===== config.mk =====
export PLATFORM = sky130hd
export DESIGN_NAME = jg3_abc_sampler
export DESIGN_NICKNAME = d
export VERILOG_FILES = /design/src/rtl/jg3_pkg.sv /design/src/rtl/jg3_debounce_bit.sv /design/src/rtl/jg3_abc_sampler.sv
export SDC_FILE = /design/constraint.sdc
export NUM_CORES = 1
export LEC_CHECK = 0
export ABC_AREA = 1
export BUFFER_PORTS_ARGS = -buffer_cell sky130_fd_sc_hd__buf_4
export CAP_MARGIN = 10
export CELL_PAD_IN_SITES_DETAIL_PLACEMENT = 2
export CELL_PAD_IN_SITES_GLOBAL_PLACEMENT = 2
export CORE_ASPECT_RATIO = 0.7
export CORE_UTILIZATION = 40
export DETAILED_ROUTE_END_ITERATION = 6
export PLACE_DENSITY = 0.87
export SLEW_MARGIN = 20
export SYNTH_ARGS = -nofsm -noshare
export SYNTH_HDL_FRONTEND = slang
export SYNTH_SLANG_ARGS = --single-unit

===== constraint.sdc =====
create_clock -name clk -period 2 [get_ports clk]
set_clock_uncertainty 0.1 [all_clocks]
set_input_delay 0.4 -clock clk [delete_from_list [all_inputs] [get_ports clk]]
set_output_delay 0.4 -clock clk [all_outputs]
set_load 0.01 [all_outputs]

===== src/rtl/jg3_pkg.sv =====
// Shared types and constants for the JG3 ABC input-conditioning stage.
package jg3_pkg;

  localparam int ABC_W                = 3;
  localparam int CNT_W                = 8;
  localparam int DEBOUNCE_CYCLES_DEF  = 4;
  localparam int SETTLE_MAX_DEF       = 255;

  typedef enum logic [1:0] {
    IDLE   = 2'd0,
    SETTLE = 2'd1,
    HOLD   = 2'd2
  } jg3_state_e;

  function automatic logic all_quiet(input logic [ABC_W-1:0] quiet_vec);
    return &quiet_vec;
  endfunction

endpackage


===== src/rtl/jg3_debounce_bit.sv =====
// One switch bit: two-flop synchroniser followed by a mismatch-count debouncer.
module jg3_debounce_bit
  import jg3_pkg::*;
#(
  parameter int DEBOUNCE_CYCLES = DEBOUNCE_CYCLES_DEF
) (
  input  logic clk,
  input  logic rst_n,
  input  logic raw,
  output logic stable,
  output logic quiet
);

  localparam logic [CNT_W-1:0] CNT_LAST = CNT_W'(DEBOUNCE_CYCLES - 1);

  logic             sync1_q, sync1_d;
  logic             sync2_q, sync2_d;
  logic             stable_q, stable_d;
  logic [CNT_W-1:0] cnt_q, cnt_d;

  // The flip happens on the same edge that would otherwise push cnt past its last value.
  always_comb begin
    sync1_d  = raw;
    sync2_d  = sync1_q;
    stable_d = stable_q;
    cnt_d    = cnt_q;
    if (sync2_q == stable_q) begin
      cnt_d = '0;
    end else if (cnt_q == CNT_LAST) begin
      stable_d = ~stable_q;
      cnt_d    = '0;
    end else begin
      cnt_d = cnt_q + CNT_W'(1);
    end
  end

  always_ff @(posedge clk or negedge rst_n) begin
    if (!rst_n) begin
      sync1_q  <= 1'b0;
      sync2_q  <= 1'b0;
      stable_q <= 1'b0;
      cnt_q    <= '0;
    end else begin
      sync1_q  <= sync1_d;
      sync2_q  <= sync2_d;
      stable_q <= stable_d;
      cnt_q    <= cnt_d;
    end
  end

  assign stable = stable_q;
  assign quiet  = (cnt_q == '0);

endmodule


===== src/rtl/jg3_abc_sampler.sv =====
// Debounced 3-bit ABC switch sampler: a request edge captures a settled code or times out.
module jg3_abc_sampler
  import jg3_pkg::*;
#(
  parameter int DEBOUNCE_CYCLES = DEBOUNCE_CYCLES_DEF,
  parameter int SETTLE_MAX      = SETTLE_MAX_DEF
) (
  input  logic             clk,
  input  logic             rst_n,
  input  logic [ABC_W-1:0] raw_abc,
  input  logic             sample_req,
  output logic [ABC_W-1:0] abc,
  output logic             abc_valid,
  output logic             sample_err,
  output logic             busy
);

  localparam logic [CNT_W-1:0] TMR_LAST = CNT_W'(SETTLE_MAX - 1);

  logic [ABC_W-1:0] stable_abc;
  logic [ABC_W-1:0] quiet_abc;

  for (genvar g = 0; g < ABC_W; g++) begin : g_bit
    jg3_debounce_bit #(
      .DEBOUNCE_CYCLES(DEBOUNCE_CYCLES)
    ) u_db (
      .clk   (clk),
      .rst_n (rst_n),
      .raw   (raw_abc[g]),
      .stable(stable_abc[g]),
      .quiet (quiet_abc[g])
    );
  end

  logic             req_s1_q, req_s1_d;
  logic             req_s2_q, req_s2_d;
  logic             req_dly_q, req_dly_d;
  logic             req_rise;
  jg3_state_e       state_q, state_d;
  logic [CNT_W-1:0] timer_q, timer_d;
  logic [ABC_W-1:0] abc_q, abc_d;
  logic             valid_q, valid_d;
  logic             err_q, err_d;
  logic             busy_q, busy_d;

  assign req_rise = req_s2_q & ~req_dly_q;

  // abc_valid and sample_err are single-cycle strobes with no backpressure;
  // abc holds its last captured value between strobes and only changes with abc_valid.
  always_comb begin
    req_s1_d  = sample_req;
    req_s2_d  = req_s1_q;
    req_dly_d = req_s2_q;
    state_d   = state_q;
    timer_d   = timer_q;
    abc_d     = abc_q;
    valid_d   = 1'b0;
    err_d     = 1'b0;
    case (state_q)
      IDLE: begin
        if (req_rise) begin
          state_d = SETTLE;
          timer_d = '0;
        end
      end
      SETTLE: begin
        if (all_quiet(quiet_abc)) begin
          abc_d   = stable_abc;
          valid_d = 1'b1;
          state_d = HOLD;
        end else if (timer_q == TMR_LAST) begin
          err_d   = 1'b1;
          state_d = HOLD;
        end else begin
          timer_d = timer_q + CNT_W'(1);
        end
      end
      HOLD: begin
        // Wait for the button to be let go so a held press captures only once.
        if (!req_s2_q) state_d = IDLE;
      end
      default: state_d = IDLE;
    endcase
    busy_d = (state_d != IDLE);
  end

  always_ff @(posedge clk or negedge rst_n) begin
    if (!rst_n) begin
      req_s1_q  <= 1'b0;
      req_s2_q  <= 1'b0;
      req_dly_q <= 1'b0;
      state_q   <= IDLE;
      timer_q   <= '0;
      abc_q     <= '0;
      valid_q   <= 1'b0;
      err_q     <= 1'b0;
      busy_q    <= 1'b0;
    end else begin
      req_s1_q  <= req_s1_d;
      req_s2_q  <= req_s2_d;
      req_dly_q <= req_dly_d;
      state_q   <= state_d;
      timer_q   <= timer_d;
      abc_q     <= abc_d;
      valid_q   <= valid_d;
      err_q     <= err_d;
      busy_q    <= busy_d;
    end
  end

  assign abc        = abc_q;
  assign abc_valid  = valid_q;
  assign sample_err = err_q;
  assign busy       = busy_q;

endmodule


* Word level (Yosys, flattened, before mapping)
Index checks and enable logic that the tools add are counted.
** Storage, ports and cells
- Input port bits :: 6
- Word-level logic and storage cells :: 77
- Flip-flop bits (word level) :: 52
** Operators by class
- Muxes and demuxes :: 20
- Add/sub/neg operators :: 4
- Eq/ne operators :: 12
- Bitwise gates (word level) :: 8
- Reductions and logical operators :: 12
** Operators by type and width (number)
- $mux W8 :: 9
- $add A8 B1 Y8 const B :: 4
- $eq A8 B2 Y1 const B :: 3
- $logic_not A8 Y1 :: 3
- $pmux W8 S2 :: 1
- $eq A8 B8 Y1 const B :: 1
- $mux W2 :: 4
- $reduce_and A4 Y1 :: 2
- $not A1 Y1 :: 7
- $ne A2 B2 Y1 const B :: 3
- $pmux W2 S3 :: 1
- $reduce_and A2 Y1 :: 3
- $mux W1 :: 5
- $reduce_bool A2 Y1 :: 2
- $eq A1 B1 Y1 :: 3
- $reduce_and A3 Y1 :: 1
- $eq A2 B1 Y1 const B :: 1
- $eq A2 B2 Y1 const B :: 1
- $logic_not A2 Y1 :: 1
- $and A1 B1 Y1 :: 1

* Longest topological paths before layout
Gate-level depths: netlist of the first run.
- Word-level depth :: 5
- Depth in mapped cells :: 10
- Depth with buffers taken out :: 10

* Hierarchy
Synthesis of the first run repeated with hierarchy kept, for this count alone.
** Unflattened totals
- Cells, all modules :: 299
- Area total of the unflattened synthesis :: 2657.5 µm²
** By module, submodules not included
- jg3_debounce_bit :: cells an instance 65, instances 3, sequential area each 275.3 µm², area each 570.5 µm²
- jg3_abc_sampler :: cells an instance 104, instances 1, sequential area each 475.5 µm², area each 945.9 µm²

* Worst setup path after synthesis of the first run
OpenSTA, ideal clock, no wires.
- Path type :: flip-flop to flip-flop
- From :: reg g_bit[1].u_db.cnt_q[0]
- To :: reg timer_q[3]
- Arrival time :: 1.185 ns
- Cell stages (with the launch flop) :: 8
- Library setup time :: 0.118 ns
- Buffers on the path :: 0
- Slack :: 0.597 ns
- Cells stage by stage :: dfrtp_1 -> inv_1 -> ha_1 -> nand3_1 -> nor2_1 -> nand4_1 -> nand3_1 -> nand2_1
** Between the ends
- Cells in the longest elaborated chain, start to end :: 4
** Ends and longest elaborated chain
- start, declared :: line jg3_debounce_bit.sv:19 : logic [CNT_W-1:0] cnt_q, cnt_d;
- start signal, assigned :: line jg3_debounce_bit.sv:47 : cnt_q <= cnt_d;
- $logic_not A8 Y1 :: line jg3_debounce_bit.sv:52 : assign quiet = (cnt_q == '0);
- $reduce_and A3 Y1 :: line jg3_pkg.sv:16 : return &quiet_vec;
- $ne A2 B2 Y1 (no source line)
- $reduce_and A4 Y1 (no source line)
- end signal, assigned :: line jg3_abc_sampler.sv:103 : timer_q <= timer_d;
- end, declared :: line jg3_abc_sampler.sv:40 : logic [CNT_W-1:0] timer_q, timer_d;
No other way between the ends.
A chain may end at the register's enable or synchronous reset.

* Worst setup path in the final report of the first run
Same ends and word-level chain as after synthesis.

==> impl_results.md, run 1 <==
- Slew @ Worst Pin: ~0.64 ns
- Initial antenna violation count: 0
- Cell count after synthesis: a little under 300
- Vias: roughly 2000
- Setup_tns: 0 ns
- Drt drc: 0
- Most used cell, CP: nand3_1
- Worst Setup End Kind: flip-flop
- Clk slew on worst S/H paths: ~0.10 ns
- Worst IR Drop VDD: ~0.45 mV
- Synth Area in Compound Gates: 3.986%
- Worst-Skew Late Latency: roughly 0.31 ns
- Setup Crit Path Kind: flip-flop to flip-flop
- Number of CTS-inserted buffers: 5
- CP delay by family, top: simple AND/OR/NAND/NOR gates
- CTS tree: built
- Minimum clock period: about 1.7 ns
- Routability Congestion: about 0.79
- 1st-pass router iterations: 4
- First-pass GRT wire length: between 10 and 15 mm
- Crit. Startpoint: g_bit[1].u_db.cnt_q[0]
- Pwr dens: about 1200 nW/um^2
- Number of post-CTS setup repair buffers: 0
- Initial Utilization: ~43%
- Most frequent cells after synthesis: nor2_1 (53), dfrtp_1 (52), nand2_1 (52), inv_1 (38), nand3_1 (28)
- Detail Route Antenna Nets: 0
- Hold WC Path Type: primary input to asynchronous set/reset pin
- Grt met1 use: about a quarter
- PnR worst setup slack: about 0.28 ns
- Worst endpoint required time: between 2 and 2.5 ns
- Asr flop ratio synth: 100.0%
- Crit path DAT: between 1.5 and 2 ns
- Syn_area_per_cell: roughly 8.7 sq um
- Seq/Total Area, Yosys: between 50% and 60%
- Mux share of post-synthesis cell area: 0%
- Drt via density: roughly 5
- Setup crit start kind: flip-flop
- Die area: roughly 6600 sq um
- Die span in x: ~97 um
- M2 GR Usage: between 30 and 40%
- Std-Cell Rows: 23
- #FFs+latches synth: 52
- Dpl hpwl: roughly 4.6 mm
- Synth-to-layout area growth: 12.26%
- Worst R2R Path Depth: 7
- CP max-delay cell: dfrtp_1
- Total track usage: about a fifth
- Fmax: slightly below 0.6 GHz
- Leading area contributor after synthesis: dfrtp_1
- Cts hold-fix bufs: 0
- Final Cell Area: ~2800 sq um
- Critical R2R Launch: g_bit[1].u_db.cnt_q[0]
- RSZ-0062 raised after global routing: no
- Core area: 5899 sq um
- Adder-cell area share of the yosys netlist: under 10%
- Pre-CTS setup slack: about 0.30 ns
- Sequential Area: around 1300 sq um
- Post-CTS resize count: 0
- Vias in the first global route: roughly 2100
- Synthesized area: roughly 2500 sq um
- N_diodes: 0
- Synth Flop Type: dfrtp_1
- Utilization after layout: a little under half
- Slew margin rel.: 57.29%
- Initial DRC count: 44
- Filler Cell Count: 675
- Num ports: 12
- Clock root cell: clkbuf_8
- Final hold violations: 0
- Post-synthesis simple-gate area fraction: a little under a third
- Nets: ~320
- Final Setup Violations: 0
- CP Buf/Inv Count: 1
- Largest net degree at the start of global routing: 53
- Proportion of layout cells with a drive suffix above 1: 11.36%
- Max incr delay on CP: 0.43 ns
- Warnings from Yosys: 0
- Lkg Pwr: ~1.4 nW
- Main combinational cell family by area after synthesis: simple AND/OR/NAND/NOR gates
- WL final: around 6.1 mm
- Ratio of final minimum period to clock period: 85.86%
- Run status: complete, no violations
- Cell with the most instances after synthesis: nor2_1
- Routing usage on met3: approximately 4.4%
- Top post-synthesis cells by area: dfrtp_1 (52%), nor2_1 (7.9%), nand2_1 (7.8%)
- Sink Count: 52
- Placed cell area: 2690 sq um
- Worst Path Max Fanout: 4
- CTS H-tree lvls: 2
- Die Y: just under 70 um
- Max-cap viol count: 0
- Wire per inst: 16.03 um
- Synth Area in XOR/XNOR: about 3.5%
- CTS max path bufs: 2
- Pwr Total: about 3.4 mW
- Port-buffer cells: 11
- Worst-path cell chain: inv_1 -> ha_1 -> nand3_1 -> nor2_1 -> nand4_1 -> nand3_1 -> nand2_1
- GR Overflow Total: 0
- Synth top area share: between 50% and 60%
- Final Max Tran Viols: 0
- Top Usage Layer GRT: met2
- Post-synth EDFFs: 0
- Critical path depth: 7
- Area occupied by multi-input gates: between 1000 and 1500 sq um
- Syn Nets: slightly above 300
- Post-synthesis cell type count: 26
==> state kept, by name, indices dropped and copies added (netlist names) <==
signal and cells:
req_dly_q 1, sample_err 1, g_bit.u_db.cnt_q 24, busy 1
req_dly_d 1, g_bit.u_db.sync1_q 3, state_q 2, timer_q 8
req_s1_q 1, abc 3, g_bit.u_db.stable 3, g_bit.u_db.sync2_q 3
abc_valid 1
==> per-layer routing <==
metal / vias to the layer above / share of wire [%]
met5: - / 0
met4: 0 / 1.2
met1: 979 / 50
met3: 7 / 2.0
met2: 17 / 47
li1: 955 / -
==> worst paths after layout <==
kind                                           to  slack, ns
min in group clk                         req_s1_q       0.09
max in group asynchronous  g_bit[0].u_db.cnt_q[7]       1.35
min reg2reg                 g_bit[1].u_db.sync2_q       0.26
max reg2reg                            timer_q[3]       0.28
max                                    timer_q[3]       0.28
min                                    state_q[0]       0.01
==> placed cells by master (no fill, tap or decap), types with 6 or more instances in the layout <==
| cell | instances |
|---|---|
| xor2_1 | 6 |
| inv_1 | 38 |
| nand2_1 | 52 |
| dfrtp_1 | 52 |
| nand3_1 | 28 |
| a21oi_1 | 6 |
| nor2_1 | 53 |
| nand4_1 | 11 |
| o21ai_0 | 8 |
| buf_4 | 12 |
| ha_1 | 8 |
==> final cells by class <==
cell class | count | share of cell area (%)
Clock buffer | 5 | 2.441
Multi-Input combinational cell | 197 | 37.42
Timing Repair Buffer | 12 | 3.196
Sequential cell | 52 | 46.16
Clock inverter | 2 | 2.130
Tap cell | 75 | 3.329
Inverter | 40 | 5.326
==> cells by family (layout without fill, tap and decap cells) <==
logic type | count (synthesis) | after routing
AO/OA/AOI/OAI | 19 | 19
buffers and inverters | 41 | 59
flip-flops | 52 | 52
XOR/XNOR | 10 | 10
adder cells (fa/ha/maj) | 8 | 8
AND/OR/NAND/NOR | 160 | 160
==> through the flow <==
stage	hold slack [ns]	std cells
3_3_place_gp	0.2344	376
2_1_floorplan	0.004409	290
6_report	0.01378	383
3_5_place_dp	0.2403	376
4_1_cts	0.04001	383
5_1_grt	0.07514	383
==> where the power goes <==
part	internal [mW]	leakage (nW)	switching, mW
clock network	0.493	0.0642	0.344
logic	0.388	0.629	0.768
registers	1.24	0.683	0.180
No activity file was read; power rests on OpenSTA's default activity.
==> run 2: changes to the inputs <==
--- a/config.mk
+++ b/config.mk
@@ -11,10 +11,11 @@
 export CELL_PAD_IN_SITES_DETAIL_PLACEMENT = 2
 export CELL_PAD_IN_SITES_GLOBAL_PLACEMENT = 2
 export CORE_ASPECT_RATIO = 0.7
-export CORE_UTILIZATION = 40
+export CORE_UTILIZATION = 41
 export DETAILED_ROUTE_END_ITERATION = 6
-export PLACE_DENSITY = 0.87
+export PLACE_DENSITY = 0.88
 export SLEW_MARGIN = 20
 export SYNTH_ARGS = -nofsm -noshare
 export SYNTH_HDL_FRONTEND = slang
+export SYNTH_HIERARCHICAL = 1
 export SYNTH_SLANG_ARGS = --single-unit
==> run 2 against run 1 <==
Combinational power increased by 7%; highest routed layer unchanged; via count increased by 4.1%; power decreased by 3.3%; count of clock-buffer cells in the layout increased by 3; sequential power about the same.
==> impl_results.md, run 2 <==
- Run status: complete, no violations
- Vias: just over 2000
- Final Cell Area: between 3000 and 4000 sq um
- Most common cell after layout, fill and taps aside: nand2_1
- Biggest regs: g_bit.u_db/cnt_q (24), timer_q (8)
- Worst Setup End Kind: flip-flop
- Syn_area_per_cell: about 8.9 sq um
- Final hold violations: 0
- Total track usage: 22.60%
- CTS tree: built
- Cell with the most instances after synthesis: nand2_1
- Most frequent cells after synthesis: nand2_1 (74), dfrtp_1 (52), nor2_1 (39), inv_1 (32), nand3_1 (20)
- Worst-path cell chain: nor2_1 -> nand2_1 -> nor2_1 -> nand3_2 -> nand2_1 -> inv_1 -> nand2_4 -> nand2_8 -> or2_1
- Ratio of final minimum period to clock period: 94.11%
- Hold WC Path Type: primary input to asynchronous set/reset pin
- Most frequent cells in the layout: nand2_1 (74), dfrtp_1 (50), nor2_1 (37), inv_1 (32), buf_4 (20)
- First-pass GRT wire length: about 12 mm
- Worst IR Drop VDD: roughly 0.66 mV
- Dpl hpwl: around 5.1 mm
- Core area: 6246 sq um
- Reg with most FFs: g_bit.u_db/cnt_q
- Leading area contributor after synthesis: dfrtp_1
- Initial DRC count: 48
- Minimum clock period: between 1.5 and 2 ns
- Asr flop ratio synth: 100.0%
- Slew margin rel.: a little under three fifths
- Slew @ Worst Pin: between 0.6 and 0.7 ns
- Setup_tns: 0 ns
- Synth Flop Type: dfrtp_1
- GR Overflow Total: 0
- N_diodes: 0
- Sink Count: 52
- WL final: 6.926 mm
- Die Y: between 60 and 70 um
- Largest net degree at the start of global routing: 53
- Drt via density: 5.047
- Worst endpoint required time: 2.10 ns
- Post-synth EDFFs: 0
- Routability Congestion: around 0.75
- Crit path DAT: 1.98 ns
- CP max-delay cell: dfrtp_1
- Top post-synthesis cells by area: dfrtp_1 (49%), nand2_1 (10%), nor2_1 (5.5%)
- Initial Utilization: 42.55%
- Final Max Tran Viols: 0
- Number of flip-flops in the largest register: 24
- Port-buffer cells: 11
- Num ports: 12
- Max incr delay on CP: 0.44 ns
- Final Non-Filler Cells: a little over 400
- Drt drc: 0
- Synth Area in Compound Gates: under 10%
- Syn Nets: ~320
- Post-synthesis simple-gate area fraction: between 20% and 30%
- Seq/Total Area, Yosys: 48.96%
- Worst Path Max Fanout: 11
- Pwr dens: 1098 nW/um^2
- Worst-Skew Late Latency: roughly 0.31 ns
- Clk slew on worst S/H paths: 0.10 ns
- Max-cap viol count: 0
- CTS max path bufs: 2
- Wire per inst: 17.14 um
- Lkg Pwr: 1.384 nW
- Number of post-CTS setup repair buffers: 0
- Synth top area share: between 40 and 50%
- Nets: approximately 340
- Placed Cells: about 400
- CTS H-tree lvls: 2
- Die area: between 6000 and 7000 sq um
- Number of CTS-inserted buffers: 5
- #FFs+latches synth: 52
- Setup crit start kind: flip-flop
- Placed cell area: slightly below 3000 sq um
- Synthesized area: between 2000 and 3000 sq um
- Std-Cell Rows: 24
- Adder-cell area share of the yosys netlist: under 10%
- Synth Area in XOR/XNOR: 5.132%
- Mux share of post-synthesis cell area: under 10%
- Initial antenna violation count: 0
- Cell count after synthesis: roughly 300
- Proportion of layout cells with a drive suffix above 1: between 20 and 25%
- Synth-to-layout area growth: 13.09%
- Final Setup Violations: 0
- Die span in x: just under 100 um
- Cts hold-fix bufs: 0
- Main combinational cell family by area after synthesis: simple AND/OR/NAND/NOR gates
- Warnings from Yosys: 6
- Post-synthesis cell type count: 27
- Vias in the first global route: 2423
- Detail Route Antenna Nets: 0
- Post-CTS resize count: 0
- 1st-pass router iterations: 4
- Clock root cell: clkbuf_8
- Fmax: roughly 0.53 GHz
- Setup Crit Path Kind: flip-flop to flip-flop
-- run 2: cell count changes after synthesis, moves of 5 or more --
| cell | previous run | this run |
|---|---|---|
| a21oi_1 | 6 | 0 |
| nor2_2 | 2 | 15 |
| nor3_1 | 1 | 7 |
| nor2_1 | 53 | 39 |
| nand2_1 | 52 | 74 |
| o21ai_0 | 8 | 3 |
| nand4_1 | 11 | 1 |
| inv_1 | 38 | 32 |
| nand3_1 | 28 | 20 |
-- run 2: layout make-up --
cell class | count | area [sq um]
Clock buffer | 8 | 90.09
Fill cell | 702 | 3241
Inverter | 32 | 120.1
Multi-Input combinational cell | 214 | 1244
Sequential cell | 52 | 1304
Tap cell | 78 | 97.59
Timing Repair Buffer | 20 | 150.1
-- run 2: cells by family (layout without fill, tap and decap cells) --
logic type                 Yosys count  count (layout)
xor gates and xnor gates            13              13
AOI/OAI and AO/OA                   16              16
and+or+nand+nor                    171             171
muxes                                3               3
adders and majority gates           11              11
DFF                                 52              52
buffers and inverters               33              60
-- run 2: worst max-delay path: cells and delay by family, from the launching register on --
family / cells / cell delay, ns
flops: 1 / 0.44
simple gates: 8 / 1.16
buf+inv: 1 / 0.07
-- run 2: per-layer routing --
| metal | track usage (%) | wire, um | up-vias |
|---|---|---|---|
| met5 | 0 | 0 | - |
| met4 | 7.131 | 87 | 0 |
| met3 | 3.528 | 114 | 9 |
| met2 | 40.92 | 3609 | 20 |
| met1 | 27.70 | 3115 | 1027 |
| li1 | - | - | 983 |
-- run 2: where the power goes --
group / switching, mW / leakage (nW) / total [mW] / internal [mW]
sequential: 0.188 / 0.680 / 1.43 / 1.24
combinational: 0.791 / 0.658 / 1.24 / 0.450
clock: 0.344 / 0.0455 / 0.627 / 0.283
-- run 2: path summary, 6_finish.rpt --
kind / start / endpoint / slack (ns) / cells past startpoint
setup reg to reg: g_bit[2].u_db/cnt_q[6] / busy / 0.12 / 9
max in group asynchronous: rst_n / g_bit[2].u_db/cnt_q[1] / 1.29 / 1
min in group clk: raw_abc[2] / g_bit[2].u_db/sync1_q / 0.10 / 1
hold / removal: rst_n / g_bit[0].u_db/cnt_q[7] / 0.02 / 1
setup / recovery: g_bit[2].u_db/cnt_q[6] / busy / 0.12 / 9
hold reg to reg: g_bit[0].u_db/sync1_q / g_bit[0].u_db/sync2_q / 0.26 / 0
-- run 2: per-stage QoR --
| step | total power, mW | util [%] | setup WS [ns] | hold WS (ns) |
|---|---|---|---|---|
| 2_1_floorplan | 2.188 | - | 0.3060 | 0.004409 |
| 6_report | 3.301 | 48.12 | 0.1178 | 0.01837 |
| 5_1_grt | 3.509 | 48.12 | -0.002713 | 0.05945 |
| 4_1_cts | 3.306 | 47.78 | 0.05244 | 0.04280 |
| 3_3_place_gp | 2.531 | 46.33 | 0.2224 | 0.2322 |
| 3_5_place_dp | 2.650 | 46.33 | 0.08418 | 0.2396 |
